$ cat src/rtl/mem_req_arbiter.sv
// Round-robin arbiter sharing one native valid/ready memory port between NREQ requesters.
// One transaction in flight: IDLE -> ACCESS -> RESP -> IDLE, with an optional ACCESS watchdog.
module mem_req_arbiter #(
    parameter int unsigned NREQ     = 2,
    parameter int unsigned TIMEOUT  = 0,
    parameter logic [31:0] ERR_DATA = 32'hDEAD_BEEF
) (
    input  logic                 clk_i,
    input  logic                 reset_i,
    input  logic [NREQ-1:0]      req_valid_i,
    output logic [NREQ-1:0]      req_ready_o,
    input  logic [NREQ*32-1:0]   req_addr_i,
    input  logic [NREQ*32-1:0]   req_wdata_i,
    input  logic [NREQ*4-1:0]    req_wstrb_i,
    output logic [31:0]          req_rdata_o,
    output logic                 mem_valid_o,
    input  logic                 mem_ready_i,
    output logic [31:0]          mem_addr_o,
    output logic [31:0]          mem_wdata_o,
    output logic [3:0]           mem_wstrb_o,
    input  logic [31:0]          mem_rdata_i,
    output logic [NREQ-1:0]      grant_o,
    output logic                 timeout_err_o
);

    localparam int unsigned IDXW = (NREQ > 1) ? $clog2(NREQ) : 1;
    localparam int unsigned WDW  = (TIMEOUT > 1) ? $clog2(TIMEOUT) : 1;

    typedef enum logic [1:0] {
        S_IDLE   = 2'd0,
        S_ACCESS = 2'd1,
        S_RESP   = 2'd2
    } state_t;

    state_t              state_q;
    logic [NREQ-1:0]     grant_q;
    logic [IDXW-1:0]     last_grant_q;
    logic                mem_valid_q;
    logic [31:0]         mem_addr_q;
    logic [31:0]         mem_wdata_q;
    logic [3:0]          mem_wstrb_q;
    logic [NREQ-1:0]     req_ready_q;
    logic [31:0]         req_rdata_q;
    logic                timeout_err_q;
    logic [WDW-1:0]      wdog_q;

    logic                pick_found_c;
    logic [IDXW-1:0]     pick_idx_c;
    logic [31:0]         pick_addr_c;
    logic [31:0]         pick_wdata_c;
    logic [3:0]          pick_wstrb_c;
    logic                wdog_expired_c;

    // Round-robin pick: first valid above last_grant, else wrap to the lowest valid index.
    always_comb begin
        pick_found_c = 1'b0;
        pick_idx_c   = '0;
        for (int i = 0; i < int'(NREQ); i++) begin
            if (!pick_found_c && req_valid_i[i] && (IDXW'(i) > last_grant_q)) begin
                pick_found_c = 1'b1;
                pick_idx_c   = IDXW'(i);
            end
        end
        for (int i = 0; i < int'(NREQ); i++) begin
            if (!pick_found_c && req_valid_i[i] && (IDXW'(i) <= last_grant_q)) begin
                pick_found_c = 1'b1;
                pick_idx_c   = IDXW'(i);
            end
        end
    end

    // Select the payload slice of the picked requester.
    always_comb begin
        pick_addr_c  = '0;
        pick_wdata_c = '0;
        pick_wstrb_c = '0;
        for (int i = 0; i < int'(NREQ); i++) begin
            if (IDXW'(i) == pick_idx_c) begin
                pick_addr_c  = req_addr_i[32*i +: 32];
                pick_wdata_c = req_wdata_i[32*i +: 32];
                pick_wstrb_c = req_wstrb_i[4*i +: 4];
            end
        end
    end

    // Watchdog fires at the end of ACCESS cycle TIMEOUT; disabled when TIMEOUT is zero.
    always_comb begin
        wdog_expired_c = (TIMEOUT > 0) && (wdog_q == WDW'(TIMEOUT - 1));
    end

    // Arbitration FSM with all outputs registered.
    always_ff @(posedge clk_i) begin
        if (reset_i) begin
            state_q       <= S_IDLE;
            grant_q       <= '0;
            last_grant_q  <= IDXW'(NREQ - 1);
            mem_valid_q   <= 1'b0;
            mem_addr_q    <= '0;
            mem_wdata_q   <= '0;
            mem_wstrb_q   <= '0;
            req_ready_q   <= '0;
            req_rdata_q   <= '0;
            timeout_err_q <= 1'b0;
            wdog_q        <= '0;
        end else begin
            unique case (state_q)
                S_IDLE: begin
                    if (pick_found_c) begin
                        mem_addr_q   <= pick_addr_c;
                        mem_wdata_q  <= pick_wdata_c;
                        mem_wstrb_q  <= pick_wstrb_c;
                        grant_q      <= NREQ'(1) << pick_idx_c;
                        last_grant_q <= pick_idx_c;
                        mem_valid_q  <= 1'b1;
                        wdog_q       <= '0;
                        state_q      <= S_ACCESS;
                    end
                end
                S_ACCESS: begin
                    if (mem_ready_i) begin
                        req_rdata_q <= mem_rdata_i;
                        mem_valid_q <= 1'b0;
                        req_ready_q <= grant_q;
                        state_q     <= S_RESP;
                    end else if (wdog_expired_c) begin
                        req_rdata_q   <= ERR_DATA;
                        mem_valid_q   <= 1'b0;
                        req_ready_q   <= grant_q;
                        timeout_err_q <= 1'b1;
                        state_q       <= S_RESP;
                    end else begin
                        wdog_q <= wdog_q + WDW'(1);
                    end
                end
                S_RESP: begin
                    req_ready_q   <= '0;
                    grant_q       <= '0;
                    timeout_err_q <= 1'b0;
                    state_q       <= S_IDLE;
                end
                default: begin
                    state_q <= S_IDLE;
                end
            endcase
        end
    end

    assign req_ready_o   = req_ready_q;
    assign req_rdata_o   = req_rdata_q;
    assign mem_valid_o   = mem_valid_q;
    assign mem_addr_o    = mem_addr_q;
    assign mem_wdata_o   = mem_wdata_q;
    assign mem_wstrb_o   = mem_wstrb_q;
    assign grant_o       = grant_q;
    assign timeout_err_o = timeout_err_q;

endmodule

$ cat config.mk
export PLATFORM = sky130hd
export DESIGN_NAME = mem_req_arbiter
export DESIGN_NICKNAME = d
export VERILOG_FILES = /design/src/rtl/mem_req_arbiter.sv
export SDC_FILE = /design/constraint.sdc
export NUM_CORES = 1
export LEC_CHECK = 0
export BUFFER_PORTS_ARGS = -buffer_cell sky130_fd_sc_hd__clkbuf_2
export CORE_AREA = 2 2 108 110
export CTS_BUF_LIST = sky130_fd_sc_hd__clkbuf_4
export CTS_CLUSTER_SIZE = 20
export DETAILED_ROUTE_END_ITERATION = 16
export DIE_AREA = 0 0 110 112
export PLACE_DENSITY = 0.8
export RECOVER_POWER = 25
export SLEW_MARGIN = 5
export SYNTH_ARGS = -nofsm -noshare
export SYNTH_HDL_FRONTEND = slang
export SYNTH_SLANG_ARGS = --single-unit
$ cat constraint.sdc
create_clock -name clk_i -period 2 [get_ports clk_i]
set_input_delay 0.1 -clock clk_i [delete_from_list [all_inputs] [get_ports clk_i]]
set_output_delay 0.1 -clock clk_i [all_outputs]
set_load 0.005 [all_outputs]
==> results by group, run 1 <==
Run status
  – Run status: finished, final reports clean

Finish
  – Layout area overhead: 63.2%
  – Layout Cells excl Fill: 1134
  – Register area: 2160 um^2
  – Final net count: 1158
  – Commonest non-fill, non-tap cells in the layout: clkbuf_2 (245), dlygate4sd3_1 (169), nand4_1 (136)
  – # fillers: 795
  – Multi-input logic area: 2230 um^2
  – Share of layout cells above drive strength 1: 0.290
  – Final Cell Area: 7960 um^2
  – Util after Layout: 0.712
  – Most common library cell in the layout ignoring fill and taps: clkbuf_2

Synth
  – Yosys Warn Count: 0
  – Post-Syn Instances: 593
  – Top-area cell type share of the netlist area: 0.443
  – Seq cells post-synth: 108
  – Yosys cell types: 25
  – Post-synth top area cell: dfxtp_1
  – Syn_area_per_cell: 8.23 um^2
  – Post-synthesis sequential area ratio: 0.443
  – Top post-synthesis cells by area: dfxtp_1 (44%), nand4_1 (17%), a31oi_1 (8.7%), o21ai_1 (7.1%), nand2_1 (5.2%)
  – Synthesized area: 4880 um^2
  – Syn nets: 766

Clock network
  – Total CTS buffers: 9
  – Skew-Pair Late Insertion Delay: 460 ps
  – Clock Root Buffer: clkbuf_4
  – CTS clk-pin slew, worst paths: 170 ps
  – Post-CTS Repair Setup Buffers: 0
  – Maximum clock insertion buffer count: 2
  – # clock sinks: 108
  – H-tree depth: 3
  – CTS tree: done

Setup path
  – Slowest-stage cell, CP: dlygate4sd3_1
  – Crit path DAT: 2310 ps
  – Crit path capture type: flip-flop
  – Buf/Inv on CP: 2
  – CP delay by family, top: buffers and inverters
  – Critical Path Max Stage Delay: 570 ps
  – Crit Path Category: reg -> reg
  – Worst endpoint required time: 2410 ps
  – Crit path cell chain: nand2b_2, buf_6, nand4_1, a31oi_1, dlygate4sd3_1
  – Critical path peak fanout: 37
  – Worst setup SP type: flip-flop

Global route
  – Largest net degree at the start of global routing: 140
  – Initial antenna violation count: 1
  – Grt ovf: 0
  – Global-route wire length before repair: 32400 um
  – GRT Total Usage: 0.329
  – Number of global-route vias before repair: 6670

Drt
  – Initial DRC Count: 728
  – Vias/cell: 6.02
  – Final ANT Viol Nets: 0
  – Drt pass-1 iters: 6
  – DR DRC count: 0
  – Routed WL: 21900 um
  – Via total after detailed routing: 6830
  – Wirelength per Cell: 19.3 um

Place
  – Number of port buffers: 277
  – DPL Wire Length: 10700 um
  – GPL Wtd Cong: 0.817
  – Setup WS pre-CTS: 508 ps
  – DP Area: 6130 um^2
  – Dpl cells: 946

Pwr
  – Switch share: 0.323
  – Sequential Power Share: 0.489
  – Comb power frac: 0.285
  – Int Pwr: 3.36 mW
  – Max VDD drop: 0.000382 V
  – PwrDens: 623 nW/um^2
  – Total Power: 4.96 mW
  – LEAKAGE: 3.32 nW
  – Net load switching power: 1.60 mW
  – Clock Power Share: 0.226

Die
  – Core footprint: 11200 um^2
  – Die Span Y: 112 um
  – Starting Density: 0.437
  – Die Span X: 110 um
  – # rows: 39
  – I/O pin total: 279
  – Die ar.: 12300 um^2

STA
  – Endpoints failing setup: 0
  – Max-slew headroom: 0.641
  – Post-layout minimum cycle time: 1900 ps
  – Actual slew at the worst max-slew pin: 538 ps
  – Max Clock Freq: 528 MHz
  – Fin worst setup slack: 105 ps
  – Final max-slew violation count: 0
  – Clk_skew: 21.6 ps
  – Final setup TNS: 0 ps
  – Final hold viol count: 0
  – WHS: 90.6 ps
  – Post-route clock period utilization: 0.948
  – Unrepaired setup endpoints after global routing: no

Hold path
  – Hold Path Class: in -> reg

Run
  – Max Cap Viol: 0
==> power by group through the flow <==
stage	clock network, mW	registers (mW)	logic, mW
after floorplan	0	2.46	0.636
after global placement	0	2.46	1.04
after detailed placement	0	2.46	1.05
after CTS	1.13	2.42	1.32
after global routing	1.20	2.45	1.51
final	1.12	2.43	1.41
==> worst register-to-register path, cell delays in order (launching register included) <==
cell           delay, ps
dfxtp_1              400
nand2b_2             150
buf_6                280
nand4_1              210
a31oi_1              240
dlygate4sd3_1        570
==> state kept, by name, summed over array words and instances, names as in the netlist <==
name	cells
mem_addr_o	32
mem_wdata_o	32
req_rdata_o	32
mem_wstrb_o	4
grant_o	2
req_ready_o	2
state_q	2
last_grant_q	1
mem_valid_o	1
==> Yosys cell counts <==
master / number
nand4_1: 136
dfxtp_1: 108
o21ai_1: 69
a31oi_1: 68
nand2_1: 67
a21oi_1: 39
buf_2: 30
clkbuf_1: 28
buf_4: 12
buf_6: 12
and3b_1: 3
o21ai_0: 3
and2_1: 2
nand2b_1: 2
nand3_1: 2
nand3b_1: 2
o211ai_1: 2
buf_8: 1
conb_1: 1
nand2_2: 1
nor2_1: 1
nor2_2: 1
nor2_4: 1
or2_1: 1
or3b_2: 1
==> cells by family after synthesis <==
family | Yosys count | share of synthesized area
buf+inv | 83 | 0.102
simple gates | 220 | 0.250
other cells | 1 | 0.000769
compound gates | 181 | 0.204
flops | 108 | 0.443
==> layer usage <==
metal	GRT usage	part of all wire
met1	0.378	0.37
met2	0.546	0.47
met3	0.0738	0.11
met4	0.203	0.057
met5	0	0
==> final timing paths <==
path / cells past startpoint / slack, ps / start / end
setup / recovery: 5 / 100 / last_grant_q / mem_wdata_o[23]
setup reg to reg: 5 / 100 / last_grant_q / mem_wdata_o[23]
hold / removal: 2 / 90 / reset_i / req_rdata_o[29]
hold reg to reg: 2 / 470 / req_rdata_o[21] / req_rdata_o[21]
==> timing repair <==
item,in CTS,in global routing
hold buffers,169,0
resized for setup,0,7
hold endpoints to repair,103,0
setup endpoints to repair,0,11
==> area by class of cell <==
class	instances	area share
diodes	1	0.000314
clock buffers	9	0.00849
clock inverters	7	0.00849
multi-input cells	402	0.280
flip-flops and latches	108	0.272
well taps	143	0.0225
repair buffers	464	0.408
(Power assumes the default switching activity.)
==> run 2: changes to the inputs <==
--- a/config.mk
+++ b/config.mk
@@ -12,7 +12,6 @@
 export DETAILED_ROUTE_END_ITERATION = 16
 export DIE_AREA = 0 0 110 112
 export PLACE_DENSITY = 0.8
-export RECOVER_POWER = 25
 export SLEW_MARGIN = 5
 export SYNTH_ARGS = -nofsm -noshare
 export SYNTH_HDL_FRONTEND = slang
==> run 2 against run 1 <==
  * Critical path depth is the same
  * Via count decreased by 0.47%
  * Critical endpoint unchanged
  * Global-route usage unchanged
  * Largest cell class unchanged
  * Final area rose by 0.49%
  * Clock skew about the same
  * Sequential power barely moved
==> results by group, run 2 (synthesis gave the netlist of run 1 again) <==
Run status
  – Run status: finished, final reports clean

Clock network
  – CTS tree: done
  – Total CTS buffers: 9 (unchanged)
  – Maximum clock insertion buffer count: 2 (unchanged)
  – H-tree depth: 3 (unchanged)
  – Clock Root Buffer: clkbuf_4
  – # clock sinks: 108 (unchanged)
  – Skew-Pair Late Insertion Delay: 460 ps (about the same)
  – CTS clk-pin slew, worst paths: 170 ps (about the same)

Drt
  – Routed WL: 21800 um (-0.26%)
  – Wirelength per Cell: 19.2 um (-0.26%)
  – Initial DRC Count: 722 (-0.82%)
  – Via total after detailed routing: 6798 (-0.47%)
  – Final ANT Viol Nets: 0 (unchanged)
  – DR DRC count: 0 (unchanged)
  – Vias/cell: 5.99 (-0.47%)
  – Drt pass-1 iters: 5 (-1)

STA
  – Max-slew headroom: 0.643 (+0.00185)
  – Endpoints failing setup: 0 (unchanged)
  – Final max-slew violation count: 0 (unchanged)
  – Max Clock Freq: 525 MHz (-0.44%)
  – Actual slew at the worst max-slew pin: 535 ps (-2.78 ps)
  – Post-route clock period utilization: 0.952 (+0.00420)
  – Unrepaired setup endpoints after global routing: no
  – Final setup TNS: 0 ps (unchanged)
  – Post-layout minimum cycle time: 1900 ps (+8.40 ps)
  – Clk_skew: 22.0 ps (+0.369 ps)
  – Final hold viol count: 0 (unchanged)

Die
  – Die Span Y: 112 um (unchanged)
  – I/O pin total: 279 (unchanged)
  – Starting Density: 0.437 (unchanged)
  – # rows: 39 (unchanged)
  – Die ar.: 12300 um^2 (unchanged)
  – Core footprint: 11200 um^2 (unchanged)
  – Die Span X: 110 um (unchanged)

Pwr
  – Net load switching power: 1.59 mW (-0.49%)
  – Comb power frac: 0.287 (+0.002)
  – Switch share: 0.321 (-0.00188)
  – Max VDD drop: 0.000377 V (-1.4%)
  – PwrDens: 621 nW/um^2 (-0.39%)
  – Int Pwr: 3.37 mW (+0.37%)
  – LEAKAGE: 3.42 nW (+3.1%)
  – Sequential Power Share: 0.489 (about the same)
  – Clock Power Share: 0.224 (-0.002)

Hold path
  – Worst Min Path Start: reset_i
  – Hold Crit Endpoint: req_rdata_o[29]
  – Hold path depth: 2 (unchanged)
  – Hold Path Class: in -> reg

Place
  – Number of port buffers: 277 (unchanged)
  – DPL Wire Length: 10700 um (unchanged)
  – DP Area: 6130 um^2 (unchanged)
  – GPL Wtd Cong: 0.817 (unchanged)

Global route
  – Met2 Usage GRT: 0.546 (unchanged)
  – Largest net degree at the start of global routing: 140 (unchanged)
  – Grt ovf: 0 (unchanged)
  – Initial antenna violation count: 1 (unchanged)
  – Met1 Track Usage GR: 0.378 (unchanged)
  – Met3 global-route usage: 0.0738 (unchanged)
  – Global-route wire length before repair: 32400 um (unchanged)
  – Number of global-route vias before repair: 6670 (unchanged)
  – GRT Total Usage: 0.329 (unchanged)
  – Gr busiest metal: met2

Setup path
  – Crit path DAT: 2310 ps (about the same)
  – Reg2reg end: mem_wdata_o[23]
  – R2R depth: 5 (unchanged)
  – Critical path peak fanout: 35 (-5.4%)
  – Crit path capture type: flip-flop
  – Reg2reg start: state_q[1]
  – Worst endpoint required time: 2410 ps (about the same)
  – Crit Path Category: reg -> reg
  – Reg2reg setup slack: 100 ps (about the same)
  – Worst setup SP type: flip-flop

Finish
  – Multi-input logic area: 2230 um^2 (unchanged)
  – # fillers: 774 (-2.6%)
  – Most common library cell in the layout ignoring fill and taps: clkbuf_2
  – Final Cell Area: 8000 um^2 (+0.49%)
  – Layout area overhead: 64.0%
  – Share of layout cells above drive strength 1: 0.321 (+0.0313)
  – Final net count: 1158 (unchanged)
  – Register area: 2160 um^2 (unchanged)
  – Commonest non-fill, non-tap cells in the layout: clkbuf_2 (276), dlygate4sd3_1 (169), nand4_1 (136)

Run
  – Max Cap Viol: 0 (unchanged)
-- run 2: cell types whose count changed in the layout (fill, tap and decap cells not counted) --
cell / change
clkbuf_1: -31
clkbuf_2: +31
-- run 2: final cells by class --
cell class / instances / area share
Antenna cell: 1 / 0.000313
Clock buffer: 9 / 0.00845
Clock inverter: 7 / 0.00845
Multi-Input combinational cell: 402 / 0.279
Sequential cell: 108 / 0.271
Tap cell: 143 / 0.0224
Timing Repair Buffer: 464 / 0.411
-- run 2: worst max-delay path by stage --
stage	from	endpoint	depth (start not counted)
6_report	state_q[1]	mem_wdata_o[23]	5
3_5_place_dp	state_q[1]	mem_addr_o[14]	4
5_1_grt	last_grant_q	mem_wdata_o[23]	5
2_1_floorplan	state_q[0]	grant_o[0]	6
4_1_cts	state_q[1]	mem_wdata_o[29]	5
3_3_place_gp	state_q[1]	mem_wdata_o[15]	4
-- run 2: worst max-delay path, cell delays in order, from the launching register on --
cell	delay, ps
dfxtp_2	400
nor2_4	210
clkbuf_16	260
nand4_1	160
a31oi_1	240
dlygate4sd3_1	570
-- run 2: power by group through the flow --
stage / registers (mW) / clock network (mW) / logic [mW]
floorplan: 2.46 / 0 / 0.636
global placement: 2.46 / 0 / 1.04
detailed placement: 2.46 / 0 / 1.05
CTS: 2.42 / 1.13 / 1.32
global route: 2.45 / 1.20 / 1.53
finish: 2.43 / 1.11 / 1.43
-- run 2: layer usage --
metal  share of wire  routed length, um
met1            0.37               7980
met2            0.47              10200
met3            0.11               2380
met4           0.056               1210
met5               0                  0
-- run 2: through the flow --
step                      hold slack, ps  instances   util  worst slack, ps  power, mW
after floorplan                      236        593      -              754       3.10
after global placement               323        946  0.548              543       3.50
after detailed placement             329        946  0.548              508       3.51
after CTS                           52.6       1131  0.712             18.8       4.87
after global routing                79.7       1134  0.716             6.10       5.18
final                               93.1       1134  0.716             96.3       4.96
-- run 2: what timing repair did --
| item | 4_1_cts | 5_1_grt |
|---|---|---|
| endpoints found under the hold margin | 103 | 0 |
| hold buffers | 169 | 0 |
| setup endpoints to repair | 0 | 11 |
| setup buffers | 0 | 0 |
| gates resized for setup | 0 | 7 |
